`config.mk`:
```
export PLATFORM = sky130hd
export DESIGN_NAME = demo_bb_responder
export DESIGN_NICKNAME = d
export VERILOG_FILES = /design/src/rtl/demo_bb_pkg.sv /design/src/rtl/demo_resp_mem.sv /design/src/rtl/demo_bb_responder.sv
export SDC_FILE = /design/constraint.sdc
export NUM_CORES = 1
export LEC_CHECK = 0
export CAP_MARGIN = 20
export CORE_ASPECT_RATIO = 1.5
export CORE_UTILIZATION = 40
export DETAILED_ROUTE_END_ITERATION = 10
export PLACE_DENSITY = 0.55
export SKIP_LAST_GASP = 1
export SLEW_MARGIN = 0
export SYNTH_ARGS = -nofsm -noshare
export SYNTH_HDL_FRONTEND = slang
export SYNTH_SLANG_ARGS = --single-unit
```
`constraint.sdc`:
```
create_clock -name clk -period 3.05 [get_ports clk]
set_input_delay 0.61 -clock clk [delete_from_list [all_inputs] [get_ports clk]]
set_output_delay 0.61 -clock clk [all_outputs]
set_load 0.1 [all_outputs]
```
`src/rtl/demo_bb_pkg.sv`:
```
// demo_bb_pkg
// Shared definitions for the demo bus responder: FSM state encoding,
// read/write mode constants and the wait-counter load helper.
// Ports: none (package).

package demo_bb_pkg;

  typedef enum logic [1:0] {
    IDLE   = 2'd0,
    ACCESS = 2'd1,
    WAIT   = 2'd2,
    RESP   = 2'd3
  } state_e;

  localparam logic RW_READ  = 1'b0;
  localparam logic RW_WRITE = 1'b1;

  localparam int WAIT_CNT_WIDTH = 4;

  // WAIT lasts wait_cycles cycles, counting down to zero, so the counter
  // starts one below the requested delay. A zero delay never enters WAIT.
  function automatic logic [WAIT_CNT_WIDTH-1:0] wait_load(input int wait_cycles);
    return (wait_cycles > 0) ? WAIT_CNT_WIDTH'(wait_cycles - 1) : '0;
  endfunction

endpackage

```
`src/rtl/demo_resp_mem.sv`:
```
// demo_resp_mem
// Single-port synchronous RAM with a registered read port and no reset.
// A read issued on one edge is visible on rdata after that edge and holds
// until the next read.
// Ports:
//   clk   - rising-edge clock
//   en    - access enable
//   we    - 1 = write wdata at addr, 0 = read addr into rdata
//   addr  - word index
//   wdata - write data
//   rdata - registered read data

module demo_resp_mem #(
  parameter int DATA_WIDTH = 8,
  parameter int ADDR_WIDTH = 5
) (
  input  logic                  clk,
  input  logic                  en,
  input  logic                  we,
  input  logic [ADDR_WIDTH-1:0] addr,
  input  logic [DATA_WIDTH-1:0] wdata,
  output logic [DATA_WIDTH-1:0] rdata
);

  logic [DATA_WIDTH-1:0] mem_q [2**ADDR_WIDTH];
  logic [DATA_WIDTH-1:0] rdata_q;

  always_ff @(posedge clk) begin
    if (en) begin
      if (we) begin
        mem_q[addr] <= wdata;
      end else begin
        rdata_q <= mem_q[addr];
      end
    end
  end

  assign rdata = rdata_q;

endmodule

```
`src/rtl/demo_bb_responder.sv`:
```
// demo_bb_responder
// Slow bus slave emulator: accepts one request at a time, accesses a small
// local memory, waits WAIT_CYCLES extra cycles and answers with a one-cycle
// rsp_ready pulse. Completed writes and reads are counted.
// Optional feature (macro DEMO_BB_RESP_ADDR_CHECK_EN): requests outside the
// BASE_ADDR window skip the memory and answer with rsp_err.
// Ports:
//   clk, rst               - clock, asynchronous active-high reset
//   req_valid, req_rw_mode - request strobe, 1 = write / 0 = read
//   req_addr, req_wdata    - request address and write data
//   rsp_rdata              - registered read data, held until the next read
//   rsp_ready, rsp_err     - one-cycle response and error pulses
//   busy                   - high whenever not IDLE
//   wr_count, rd_count     - wrapping counts of completed writes / reads

module demo_bb_responder
  import demo_bb_pkg::*;
#(
  parameter int                    ADDR_WIDTH     = 16,
  parameter int                    DATA_WIDTH     = 8,
  parameter int                    MEM_ADDR_WIDTH = 5,
  parameter int                    WAIT_CYCLES    = 2,
  parameter logic [ADDR_WIDTH-1:0] BASE_ADDR      = 16'h4000
) (
  input  logic                  clk,
  input  logic                  rst,
  input  logic                  req_valid,
  input  logic                  req_rw_mode,
  input  logic [ADDR_WIDTH-1:0] req_addr,
  input  logic [DATA_WIDTH-1:0] req_wdata,
  output logic [DATA_WIDTH-1:0] rsp_rdata,
  output logic                  rsp_ready,
  output logic                  rsp_err,
  output logic                  busy,
  output logic [7:0]            wr_count,
  output logic [7:0]            rd_count
);

  localparam logic [WAIT_CNT_WIDTH-1:0] WAIT_LOAD = wait_load(WAIT_CYCLES);

  state_e                      state_q, state_d;
  logic                        rw_q, rw_d;
  logic [ADDR_WIDTH-1:0]       addr_q, addr_d;
  logic [DATA_WIDTH-1:0]       wdata_q, wdata_d;
  logic [WAIT_CNT_WIDTH-1:0]   wait_cnt_q, wait_cnt_d;
  logic [DATA_WIDTH-1:0]       rdata_q, rdata_d;
  logic [7:0]                  wr_count_q, wr_count_d;
  logic [7:0]                  rd_count_q, rd_count_d;

  logic                        addr_ok;
  logic                        resp_enter;
  logic                        mem_en;
  logic                        mem_we;
  logic [MEM_ADDR_WIDTH-1:0]   mem_addr;
  logic [DATA_WIDTH-1:0]       mem_rdata;

`ifdef DEMO_BB_RESP_ADDR_CHECK_EN
  assign addr_ok = (addr_q[ADDR_WIDTH-1:MEM_ADDR_WIDTH] ==
                    BASE_ADDR[ADDR_WIDTH-1:MEM_ADDR_WIDTH]);
  assign rsp_err = (state_q == RESP) && !addr_ok;
`else
  logic unused_upper;
  assign unused_upper = ^{addr_q[ADDR_WIDTH-1:MEM_ADDR_WIDTH], BASE_ADDR};
  assign addr_ok      = 1'b1;
  assign rsp_err      = 1'b0;
`endif

  // The RAM read is issued on the accepting edge straight from req_addr, so
  // the word is already on mem_rdata during ACCESS and can be registered into
  // rsp_rdata at the end of that cycle. Writes happen at the end of ACCESS.
  always_comb begin
    mem_en   = ((state_q == IDLE) && req_valid) ||
               ((state_q == ACCESS) && (rw_q == RW_WRITE) && addr_ok);
    mem_we   = (state_q == ACCESS) && (rw_q == RW_WRITE);
    mem_addr = (state_q == ACCESS) ? addr_q[MEM_ADDR_WIDTH-1:0]
                                   : req_addr[MEM_ADDR_WIDTH-1:0];
  end

  demo_resp_mem #(
    .DATA_WIDTH (DATA_WIDTH),
    .ADDR_WIDTH (MEM_ADDR_WIDTH)
  ) u_mem (
    .clk   (clk),
    .en    (mem_en),
    .we    (mem_we),
    .addr  (mem_addr),
    .wdata (wdata_q),
    .rdata (mem_rdata)
  );

  always_comb begin
    state_d    = state_q;
    rw_d       = rw_q;
    addr_d     = addr_q;
    wdata_d    = wdata_q;
    wait_cnt_d = wait_cnt_q;
    rdata_d    = rdata_q;
    wr_count_d = wr_count_q;
    rd_count_d = rd_count_q;
    resp_enter = 1'b0;

    unique case (state_q)
      IDLE: begin
        if (req_valid) begin
          rw_d    = req_rw_mode;
          addr_d  = req_addr;
          wdata_d = req_wdata;
          state_d = ACCESS;
        end
      end
      ACCESS: begin
        if ((rw_q == RW_READ) && addr_ok) begin
          rdata_d = mem_rdata;
        end
        if (WAIT_CYCLES > 0) begin
          wait_cnt_d = WAIT_LOAD;
          state_d    = WAIT;
        end else begin
          state_d    = RESP;
          resp_enter = 1'b1;
        end
      end
      WAIT: begin
        if (wait_cnt_q == '0) begin
          state_d    = RESP;
          resp_enter = 1'b1;
        end else begin
          wait_cnt_d = wait_cnt_q - 1'b1;
        end
      end
      RESP: begin
        state_d = IDLE;
      end
      default: begin
        state_d = IDLE;
      end
    endcase

    // Counters step on entry to RESP so the new value is visible alongside
    // the rsp_ready pulse of the access it counts.
    if (resp_enter && addr_ok) begin
      if (rw_q == RW_WRITE) begin
        wr_count_d = wr_count_q + 8'd1;
      end else begin
        rd_count_d = rd_count_q + 8'd1;
      end
    end
  end

  always_ff @(posedge clk or posedge rst) begin
    if (rst) begin
      state_q    <= IDLE;
      rw_q       <= RW_READ;
      addr_q     <= '0;
      wdata_q    <= '0;
      wait_cnt_q <= '0;
      rdata_q    <= '0;
      wr_count_q <= '0;
      rd_count_q <= '0;
    end else begin
      state_q    <= state_d;
      rw_q       <= rw_d;
      addr_q     <= addr_d;
      wdata_q    <= wdata_d;
      wait_cnt_q <= wait_cnt_d;
      rdata_q    <= rdata_d;
      wr_count_q <= wr_count_d;
      rd_count_q <= rd_count_d;
    end
  end

  assign rsp_ready = (state_q == RESP);
  assign busy      = (state_q != IDLE);
  assign rsp_rdata = rdata_q;
  assign wr_count  = wr_count_q;
  assign rd_count  = rd_count_q;

endmodule

```
Word level (Yosys, flattened, before mapping) --
Memory sizes are Yosys's and may differ from the RTL's. A register that Yosys moved wholly into a read port is not among the register bits. Index checks and enable logic that the tools add are counted.
Word-level totals: RAM bits 256, memories kept 1, register bits 44, input port bits 28, output and inout port bits 27, logic and storage cells 45
Operators by class: eq/ne operators 6, reductions and logical operators 14, mux-type cells 11, $add $sub $neg 3, bitwise logic cells 2
Memory list:
- u_mem.mem_q | words 32, width 8, rd ports 1, clocked after Yosys merged registers in 1, wr ports 1, RTL line demo_resp_mem.sv:25 | logic [DATA_WIDTH-1:0] mem_q [2**ADDR_WIDTH];
Operator list (number):
- 8-bit by 1-bit adder with 8-bit output, second input constant | 2
- 2-bit AND reduction | 7
- 2-bit case mux with 4 select lines | 1
- 4-bit case mux with 2 select lines | 1
- 2-bit != test, second input constant | 3
- 1-bit 2-to-1 mux | 5
- 5-bit 2-to-1 mux | 1
- 2-bit == test, second input constant | 2
- 4-bit zero test | 1
- 2-bit 2-to-1 mux | 2
- 4-bit 2-to-1 mux | 1
- 2-bit nonzero test | 2
- 4-bit by 1-bit subtractor with 4-bit output, second input constant | 1
- 2-bit by 1-bit == test with 1-bit output, second input constant | 1
- 1-bit logical AND | 2
- 2-bit zero test | 1
- 1-bit NOT | 2
- 1-bit logical OR | 1

Logic depth before layout (Yosys ltp) --
Gate-level depths: netlist of run 1.
depth in word-level cells 5, mapped depth 11, gate-level depth less buffers 7

Modules after synthesis --
Synthesis of run 1 repeated with hierarchy kept, for this count alone.
Second synthesis, totals: cells, all modules 739, area total of the unflattened synthesis 12325.6 um2
By module, submodules not included:
- demo_resp_mem | area each 10289.9 um2, cells each 580, instances 1
- demo_bb_responder | area each 2035.7 um2, cells each 159, instances 1

Worst setup path before layout of run 1 --
OpenSTA, ideal clock, no wires.
kind reg2reg, start point register state_q[1], end point memory u_mem.mem_q[24][0] (enable), data required time 2.680 ns, slack 0.818 ns, stages on the path, launching flop included 9, library setup time 0.370 ns, arrival time 1.862 ns, path buffers 3, cell sequence dfrtp_1 -> inv_1 -> ha_1 -> buf_6 -> buf_2 -> nand2_1 -> or3_1 -> clkbuf_1 -> nor2_1
Between the ends: longest elaborated chain between the ends 5
RTL lines:
- start: declaration | RTL line demo_bb_responder.sv:41 | state_e state_q, state_d;
- start signal: assignment | RTL line demo_bb_responder.sv:161 | state_q <= state_d;
- 2-bit by 1-bit == test with 1-bit output or 2-bit zero test (tied branches)
- 1-bit logical AND, on equally long branches | RTL line demo_bb_responder.sv:73, demo_bb_responder.sv:74, demo_bb_responder.sv:72
- 1-bit 2-to-1 mux or 1-bit logical OR (tied branches) | RTL line demo_resp_mem.sv:30, demo_bb_responder.sv:72
- 1-bit 2-to-1 mux | RTL line demo_resp_mem.sv:29 | if (en) begin
- 1-bit 2-to-1 mux (implied by the code) | RTL line demo_resp_mem.sv:31 | mem_q[addr] <= wdata;
- end: declaration | RTL line demo_resp_mem.sv:25
Several ways; a longest one is shown, not always the timed one.

Worst setup path in the final report of run 1 --
start point register state_q[1], end point register u_mem.rdata_q[1], in the netlist u_mem.rdata[1], read port of u_mem.mem_q (data pin)
Between the ends: longest elaborated chain between the ends 4
RTL lines:
- 2-bit by 1-bit == test with 1-bit output or 2-bit zero test (tied branches)
- 1-bit logical AND, on equally long branches | RTL line demo_bb_responder.sv:73, demo_bb_responder.sv:74, demo_bb_responder.sv:72
- 1-bit logical OR or 1-bit NOT (tied branches)
- 2-bit AND reduction (no source line)
- end: declaration | RTL line demo_resp_mem.sv:26 | logic [DATA_WIDTH-1:0] rdata_q;
Several ways; a longest one is shown, not always the timed one. A chain may end at the register's enable or synchronous reset.

==> summary.md, run 1 <==
| Metric | Value |
|---|---|
| Status | `finished, final reports clean` |
| Yosys top cell by area | `edfxtp_1` |
| Root Driver | `clkbuf_16` |
| Commonest non-fill, non-tap cells in the layout | `edfxtp_1 (264), buf_4 (121), mux2i_1 (120)` |
| Clock skew | `22.6 ps` |
| Period minus WS final | `2990 ps` |
| Max Cap Viol | `0` |
| Initial antenna violation count | `0` |
| Net count, final | `920` |
| Worst-path maximum fanout | `23` |
| Slew @ Worst Pin | `979 ps` |
| Final Cycle Share | `98.0%` |
| Setup crit end kind | `register` |
| Core area | `30400 um2` |
| Reg2reg path depth | `9` |
| Inst Count DP | `1254` |
| Final Hold Slack | `249 ps` |
| Worst VDD drop | `0.000419 V` |
| Hold buffers post-CTS | `0` |
| Vias in the first global route | `7381` |
| HPWL Detailed | `21100 um` |
| Initial Utilization | `40.7%` |
| WP data arrival | `3270 ps` |
| Sum of routed wire length over all layers | `31000 um` |
| DIE HEIGHT | `217 um` |
| R2r startpoint | `state_q[1]` |
| I/O Buffers | `42` |
| Synthesized area per cell | `16.8 um2` |
| Final TNS setup | `0 ps` |
| # H-tree levels | `1` |
| Die width | `145 um` |
| Hold Path Class | `in2async` |
| DR iter-0 viols | `423` |
| Synth top area share | `64.2%` |
| Worst R2R Setup Slack | `60 ps` |
| Post-synthesis register bit count | `308` |
| DRC | `0` |
| Clock Latency Late Sink | `560 ps` |
| ANT cells | `0` |
| RSZ-0062 raised after global routing | `false` |
| Top_reg_cell synth | `edfxtp_1` |
| Remaining antenna violation count | `0` |
| Routability congestion estimate | `0.903` |
| Largest net degree at the start of global routing | `34` |
| Synth area leaders | `edfxtp_1 (64%), mux2i_1 (9.8%), dfrtp_1 (8.9%)` |
| Post-Syn Nets | `770` |
| Count of different cell masters after synthesis | `44` |
| Clock Sink Count | `308` |
| Io pins | `55` |
| First-pass GRT wire length | `46100 um` |
| Critical path startpoint category | `register` |
| Clk buf depth | `3` |
| CTS tree | `built` |
| Worst slack at placement | `-154 ps` |
| Sequential fraction of the synthesis area | `73.1%` |
| Reg2reg end | `u_mem.rdata[1]` |
| Via count | `7032` |
| Setup Viol. Count Final | `0` |
| Clock-pin transition on the worst setup and hold timing paths | `60 ps` |
| Slew headroom | `34.5%` |
| WP data required | `3330 ps` |
| Layout Area Growth over Synthesis | `20.4%` |
| Mapped Cells | `734` |
| Leakage | `5.53 nW` |
| Share of cells above drive strength 1 | `24.4%` |
| Die area | `31600 um2` |
| Crit Path Category | `reg2reg` |
| DR pass1 iterations | `5` |
| CP startpoint | `state_q[1]` |
| EDFF count, synth | `264` |
| Synth async-reset ratio | `14.3%` |
| GR Overflow Total | `0` |
| Final Non-Filler Cells | `1305` |
| Rows | `78` |
| Final WS setup | `61.9 ps` |
| Clock buffer count from CTS | `27` |
| Gr usage total | `19.8%` |
| Final hold violation count | `0` |
| Peak Freq | `335 MHz` |
| Final max-slew violation count | `0` |
| PwrDens | `918 nW/um2` |
| Netlist Area Pre-Place | `12400 um2` |
| Routed wire per std cell | `23.8 um` |
| Util after Layout | `49.0%` |
| Via-per-instance ratio | `5.39` |
| Ys Warns | `0` |
| Commonest non-fill, non-tap cell in the layout | `edfxtp_1` |
-- cell type report --
class	instances	area [um2]
well taps	400	500
clock inverters	15	189
repair buffers	145	1240
clock buffers	35	736
flip-flops and latches	308	9030
fillers	2541	15500
inverters	7	26.3
multi-input cells	395	3160
-- worst max-delay path by stage --
stage,end,slack [ps]
floorplan,u_mem.mem_q[24][0],820
global placement,u_mem.rdata[4],-140
detailed placement,u_mem.rdata[4],-150
CTS,u_mem.rdata[4],80
global route,u_mem.rdata[1],3
finish,u_mem.rdata[1],60
-- critical path, stage by stage (launching register included) --
cell	delay, ps
dfrtp_1	410
inv_1	110
ha_1	340
buf_4	340
and4bb_2	300
o21ai_1	190
buf_4	200
o22ai_1	140
nor4_1	550
nand2_1	120
-- per-stage QoR --
stage          total power [mW]  area (um2)
3_5_place_dp               10.2       13900
3_3_place_gp               10.1       13900
4_1_cts                    13.8       14800
6_report                   13.7       14900
5_1_grt                    14.2       14900
2_1_floorplan              8.51       12400
-- cells in the mapped netlist (all sizes together), types with 3 or more instances --
library cell	count
nor2	50
xnor2	8
mux2	27
nor2b	3
ha	8
nor4	17
o22ai	58
mux2i	122
and4b	4
o21ai	20
and4bb	7
dfrtp	44
nor4b	4
nand4	5
edfxtp	264
nand3	7
buf	20
a21oi	6
nand2	26
inv	7
xor2	7
clkbuf	4
-- power by group --
part | switching, mW | internal, mW
Sequential | 0.241 | 5.45
Clock | 1.50 | 2.05
Combinational | 2.92 | 1.50
Total | 4.66 | 9.00
-- registers in the layout (all words and copies together), names as in the netlist --
register and flops:
rw_q 1, addr_q 5, wdata_q 8, rd_count 8, u_mem.rdata 8, rsp_rdata 8
wr_count 8, u_mem.mem_q 256, wait_cnt_q 4, state_q 2
-- per-layer routing --
layer  vias to the layer above  global-route usage, %  part of all wire (%)
met5                         -                      0                     0
met4                         0                   9.12                   4.3
met3                        59                   2.01                   3.7
met2                       186                   36.9                    53
met1                      3594                   22.8                    39
li1                       3193                      -                     -
-- timing repair --
| item | 4_1_cts | 5_1_grt |
|---|---|---|
| setup buffers | 0 | 0 |
| gates resized for setup | 1 | 1 |
| setup endpoints to repair | 1 | 1 |
| pin swaps | 0 | 0 |
-- kinds of logic (layout without fill, tap and decap cells) --
kind of cell	after synthesis	in the layout	synth area share, %
simple gates	133	133	6.02
mux	151	151	12.8
buf+inv	31	202	1.58
fa+ha+maj	8	8	0.810
xor+xnor	15	15	1.06
flops	308	308	73.1
other cells	1	1	0.0304
compound gates	87	87	4.61
No activity file was read; power rests on OpenSTA's default activity.
==> inputs of run 2 (changes only) <==
CAP_MARGIN = 5   (was 20)
CORE_MARGIN = 1   (was not set)
clock period = 3.3 ns   (was 3.05 ns; I/O delays follow)
==> run 2 against run 1 <==
Clock skew decreased by 4.7 ps. Maximum frequency decreased by 2.7%. Critical path depth did not move. Combinational power is 7.7% lower. Critical endpoint is now u_mem.rdata[7]. Largest cell class unchanged.
==> summary.md, run 2 (synthesis results as in run 1) <==
| Metric | Value |
|---|---|
| Status | `finished, final reports clean` |
| Area after DPL | `13800 um2 (-0.65%)` |
| Clock Sink Count | `308 (unchanged)` |
| Worst R2R Setup Slack | `230 ps (+170 ps)` |
| Setup Fix Bufs, Post-CTS | `0 (unchanged)` |
| Hold Path Class | `in2async` |
| Inst Count DP | `1242 (-0.96%)` |
| CP delay by family, top | `buffers and inverters` |
| Rows | `78 (unchanged)` |
| # H-tree levels | `1 (unchanged)` |
| DR iter-0 viols | `549 (+30%)` |
| Reg area | `9030 um2 (unchanged)` |
| Final Cycle Share | `93.1% (-4.9 points)` |
| WP data arrival | `3340 ps (+70 ps)` |
| Final WS setup | `229 ps (+167 ps)` |
| Root Driver | `clkbuf_16` |
| Peak Freq | `326 MHz (-2.7%)` |
| DRC | `0 (unchanged)` |
| First-pass GRT wire length | `45900 um (-0.42%)` |
| Die width | `145 um (unchanged)` |
| Util after Layout | `48.5% (-0.47 points)` |
| Clock-pin transition on the worst setup and hold timing paths | `60 ps (about the same)` |
| Commonest non-fill, non-tap cell in the layout | `edfxtp_1` |
| Worst VDD drop | `0.000375 V (-11%)` |
| Setup Viol. Count Final | `0 (unchanged)` |
| Register with the most flip-flops | `u_mem.mem_q` |
| Clock buffer count from CTS | `28 (+3.7%)` |
| CP max stage cell | `nor4_1` |
| Net count, final | `909 (-1.2%)` |
| Final max-slew violation count | `0 (unchanged)` |
| CP bufs+invs | `3 (unchanged)` |
| Remaining antenna violation count | `0 (unchanged)` |
| Final hold violation count | `0 (unchanged)` |
| Crit-path cells | `inv_1 > ha_1 > mux2i_4 > buf_12 > buf_4 > mux2i_1 > o22ai_1 > nor4_1 > nand2_1` |
| Initial antenna violation count | `0 (unchanged)` |
| Initial Utilization | `40.7% (unchanged)` |
| Critical path startpoint category | `register` |
| Worst-path maximum fanout | `32 (+39%)` |
| Clock skew | `17.9 ps (-4.72 ps)` |
| Clock Latency Late Sink | `560 ps (about the same)` |
| Final TNS setup | `0 ps (unchanged)` |
| RSZ-0062 raised after global routing | `false` |
| I/O Buffers | `42 (unchanged)` |
| Filler cells | `2569 (+1.1%)` |
| Share of cells above drive strength 1 | `22.8% (-1.7 points)` |
| Via count | `6908 (-1.8%)` |
| Slew @ Worst Pin | `823 ps (-155 ps)` |
| Slew headroom | `44.9% (+10 points)` |
| Worst slack at placement | `60.8 ps (+214 ps)` |
| Setup crit end kind | `register` |
| Area of the multi-input gates | `3140 um2 (-0.40%)` |
| Final instance area | `14700 um2 (-0.97%)` |
| PwrDens | `848 nW/um2 (-7.7%)` |
| Crit Path Category | `reg2reg` |
| Hold buffers post-CTS | `0 (unchanged)` |
| Sum of routed wire length over all layers | `30600 um (-1.3%)` |
| Period minus WS final | `3070 ps (+82.7 ps)` |
| Number of flip-flops in the largest register | `256 (unchanged)` |
| Clk buf depth | `3 (unchanged)` |
| Vias in the first global route | `7324 (-0.77%)` |
| CTS tree | `built` |
| Max Cap Viol | `0 (unchanged)` |
| Io pins | `55 (unchanged)` |
| ANT cells | `0 (unchanged)` |
| Layout Area Growth over Synthesis | `19.2%` |
| Largest net degree at the start of global routing | `34 (unchanged)` |
| Routability congestion estimate | `0.868 (-3.8%)` |
| Routed wire per std cell | `23.7 um (-0.29%)` |
| DR pass1 iterations | `4 (-1)` |
| Leakage | `5.46 nW (-1.3%)` |
| Commonest non-fill, non-tap cells in the layout | `edfxtp_1 (264), mux2i_1 (120), buf_4 (109)` |
| DIE HEIGHT | `217 um (unchanged)` |
| Final Non-Filler Cells | `1292 (-1.0%)` |
| Post-cts sizing count | `0 (-1)` |
| GR Overflow Total | `0 (unchanged)` |
| Gr usage total | `19.8% (+0.026 points)` |
| WP data required | `3570 ps (+240 ps)` |
| Core area | `30400 um2 (unchanged)` |
| Max incr delay on CP | `440 ps (-110 ps)` |
| Via-per-instance ratio | `5.35 (-0.77%)` |
| HPWL Detailed | `20800 um (-1.6%)` |
| Die area | `31600 um2 (unchanged)` |
## run 2: cell types whose count changed in the layout (fill, tap and decap cells not counted), sizes merged
cell and delta:
buf -12, clkinv +5, bufinv -1, clkinvlp -2, clkbuf -3
## run 2: worst paths after layout
kind | start | cells after the start | to
hold / removal | rst | 2 | rsp_rdata[3]
max in group asynchronous | rst | 4 | state_q[0]
min in group clk | u_mem.rdata[3] | 1 | rsp_rdata[3]
setup / recovery | state_q[1] | 9 | u_mem.rdata[7]
setup reg to reg | state_q[1] | 9 | u_mem.rdata[7]
hold reg to reg | u_mem.rdata[3] | 1 | rsp_rdata[3]
## run 2: layout make-up
| cell class | instances | share of cell area, % |
|---|---|---|
| flip-flops and latches | 308 | 61.3 |
| multi-input cells | 395 | 21.3 |
| well taps | 400 | 3.40 |
| clock inverters | 17 | 1.14 |
| repair buffers | 133 | 7.78 |
| inverters | 7 | 0.178 |
| clock buffers | 32 | 4.86 |
## run 2: routing by layer
metal	wire length, um	track usage (%)
met1	11900	23.2
met2	16100	35.8
met3	1210	2.41
met4	1400	10.0
met5	0	0
## run 2: metrics by stage
step | total power, mW | hold slack, ps
after detailed placement | 9.43 | 469
after global routing | 13.0 | 396
after global placement | 9.32 | 459
final | 12.5 | 371
after floorplan | 7.86 | 454
after CTS | 12.6 | 480
## run 2: power breakdown
part	total, mW	switching [mW]	internal [mW]
sequential	5.26	0.219	5.04
clock	3.15	1.37	1.79
combinational	4.07	2.71	1.36
==> inputs of run 3 (changes only) <==
CAP_MARGIN = not set   (was 5)
SETUP_SLACK_MARGIN = 0.4   (was not set)
==> run 3 against run 2 <==
Die area stayed put. Final cell count about the same. Routed wire length grew 1.5%. Sequential power about the same. Count of clock-buffer cells in the layout unchanged. Hold slack better by 100 ps. Largest cell class unchanged. Core utilization up 0.26 points.
==> summary.md, run 3 (synthesis results as in run 1) <==
| Metric | Value |
|---|---|
| Status | `finished, final reports clean` |
| Final Hold Slack | `475 ps (+103 ps)` |
| Clock buffer count from CTS | `28 (unchanged)` |
| Initial Utilization | `40.7% (unchanged)` |
| Layout Area Growth over Synthesis | `19.9%` |
| I/O Buffers | `42 (unchanged)` |
| Clock-pin transition on the worst setup and hold timing paths | `60 ps (about the same)` |
| Final max-slew violation count | `0 (unchanged)` |
| Number of flip-flops in the largest register | `256 (unchanged)` |
| HP Start | `rd_count[7]` |
| Routability congestion estimate | `0.868 (unchanged)` |
| Rows | `78 (unchanged)` |
| Clock Latency Late Sink | `560 ps (about the same)` |
| CP startpoint | `state_q[1]` |
| Worst slack at placement | `60.8 ps (unchanged)` |
| Vias in the first global route | `7363 (+0.53%)` |
| Commonest non-fill, non-tap cells in the layout | `edfxtp_1 (264), mux2i_1 (118), buf_4 (110)` |
| Slew @ Worst Pin | `1140 ps (+319 ps)` |
| ANT cells | `0 (unchanged)` |
| Sum of routed wire length over all layers | `31100 um (+1.5%)` |
| Hold buffers post-CTS | `0 (unchanged)` |
| Initial antenna violation count | `0 (unchanged)` |
| Setup crit end kind | `register` |
| Final TNS setup | `0 ps (unchanged)` |
| CTS tree | `built` |
| Final Cycle Share | `83.2% (-9.9 points)` |
| # H-tree levels | `1 (unchanged)` |
| Peak Freq | `364 MHz (+12%)` |
| Net count, final | `910 (+0.11%)` |
| Final Non-Filler Cells | `1293 (+0.077%)` |
| Via-per-instance ratio | `5.43 (+1.6%)` |
| Max incr delay on CP | `420 ps (-20 ps)` |
| GR Overflow Total | `0 (unchanged)` |
| First-pass GRT wire length | `46200 um (+0.48%)` |
| DIE HEIGHT | `217 um (unchanged)` |
| WP data required | `3590 ps (+20 ps)` |
| RSZ-0062 raised after global routing | `false` |
| DR iter-0 viols | `534 (-2.7%)` |
| WP data arrival | `3030 ps (-310 ps)` |
| Core area | `30400 um2 (unchanged)` |
| Worst-path maximum fanout | `23 (-28%)` |
| Clk buf depth | `3 (unchanged)` |
| Crit Path Category | `reg2reg` |
| Register with the most flip-flops | `u_mem.mem_q` |
| Commonest non-fill, non-tap cell in the layout | `edfxtp_1` |
| CP delay by family, top | `multiplexers` |
| Final hold violation count | `0 (unchanged)` |
| Gr usage total | `20.0% (+0.17 points)` |
| Setup Viol. Count Final | `0 (unchanged)` |
| Final WS setup | `555 ps (+325 ps)` |
| Remaining antenna violation count | `0 (unchanged)` |
| DRC | `0 (unchanged)` |
| DR pass1 iterations | `6 (+2)` |
| Critical path startpoint category | `register` |
| Max Cap Viol | `0 (unchanged)` |
| Slew headroom | `23.4% (-22 points)` |
| HPWL Detailed | `20800 um (unchanged)` |
| Worst VDD drop | `0.000376 V (+0.16%)` |
| Clock skew | `16.6 ps (-1.26 ps)` |
| Die area | `31600 um2 (unchanged)` |
| Hold Path Class | `reg2reg` |
| Io pins | `55 (unchanged)` |
| Crit-path cells | `inv_1 > ha_4 > mux2i_4 > buf_4 > buf_12 > mux2i_1 > o22ai_1 > nor4_1 > nand2_1` |
| Leakage | `5.47 nW (+0.32%)` |
| CP max stage cell | `dfrtp_1` |
| Routed wire per std cell | `24.0 um (+1.4%)` |
| CP bufs+invs | `3 (unchanged)` |
| Die width | `145 um (unchanged)` |
| Largest net degree at the start of global routing | `34 (unchanged)` |
| Inst Count DP | `1242 (unchanged)` |
| Share of cells above drive strength 1 | `23.7% (+0.98 points)` |
| Clock Sink Count | `308 (unchanged)` |
| Root Driver | `clkbuf_16` |
| Period minus WS final | `2750 ps (-325 ps)` |
| Via count | `7025 (+1.7%)` |
| PwrDens | `851 nW/um2 (+0.34%)` |
| R2r startpoint | `state_q[1]` |
run 3: changes by cell type in the layout (fill, tap and decap cells not counted), sizes merged:
cell | previous run | this run
bufbuf | 0 | 1
run 3: worst paths after layout:
path	endpoint	slack, ps	cells past startpoint
worst max-delay path	u_mem.rdata[3]	550	9
worst min-delay path	rd_count[7]	470	1
worst max register to register	u_mem.rdata[3]	550	9
worst min register to register	rd_count[7]	470	1
max in group asynchronous	state_q[0]	2020	3
min in group asynchronous	rsp_rdata[3]	570	2
run 3: per-layer routing:
metal	wire, um	share of wire, %	GRT usage (%)	vias up
met3	1490	4.8	2.41	61
met4	1450	4.7	10.8	0
met1	11900	38	23.4	3583
met5	0	0	0	-
met2	16300	52	35.9	231
li1	-	-	-	3150
run 3: per-stage QoR:
stage          cell area (um2)  power (mW)  utilization [%]
2_1_floorplan            12400        7.86                -
3_3_place_gp             13800        9.32             45.5
3_5_place_dp             13800        9.43             45.5
4_1_cts                  14700        12.6             48.6
5_1_grt                  14800        13.1             48.8
6_report                 14800        12.6             48.8
run 3: worst reg2reg max path, delay by kind of cell (launching register included):
kind                     cells  cell delay [ps]
AND/OR/NAND/NOR              2              520
multiplexers                 2              630
buffers and inverters        3              530
AO/OA/AOI/OAI                1              200
flip-flops                   1              420
adder cells (fa/ha/maj)      1              210
run 3: report_power, final:
group          switching [mW]  internal, mW
Clock                    1.36          1.79
Combinational            2.75          1.43
Sequential              0.226          5.04
run 3: final cells by class:
| class | instances | area [um2] |
|---|---|---|
| multi-input combinational | 395 | 3210 |
| sequential | 308 | 9030 |
| fill | 2568 | 15500 |
| tap | 400 | 500 |
| clock buffer | 32 | 716 |
| inverter | 7 | 26.3 |
| clock inverter | 17 | 168 |
| timing repair buffer | 134 | 1160 |
run 3: timing repair:
item | in CTS | in global routing
pin swaps | 0 | 1
buffers inserted | 0 | 1
gates resized for setup | 3 | 8
gates cloned | 1 | 0
endpoints found under the setup margin | 8 | 8
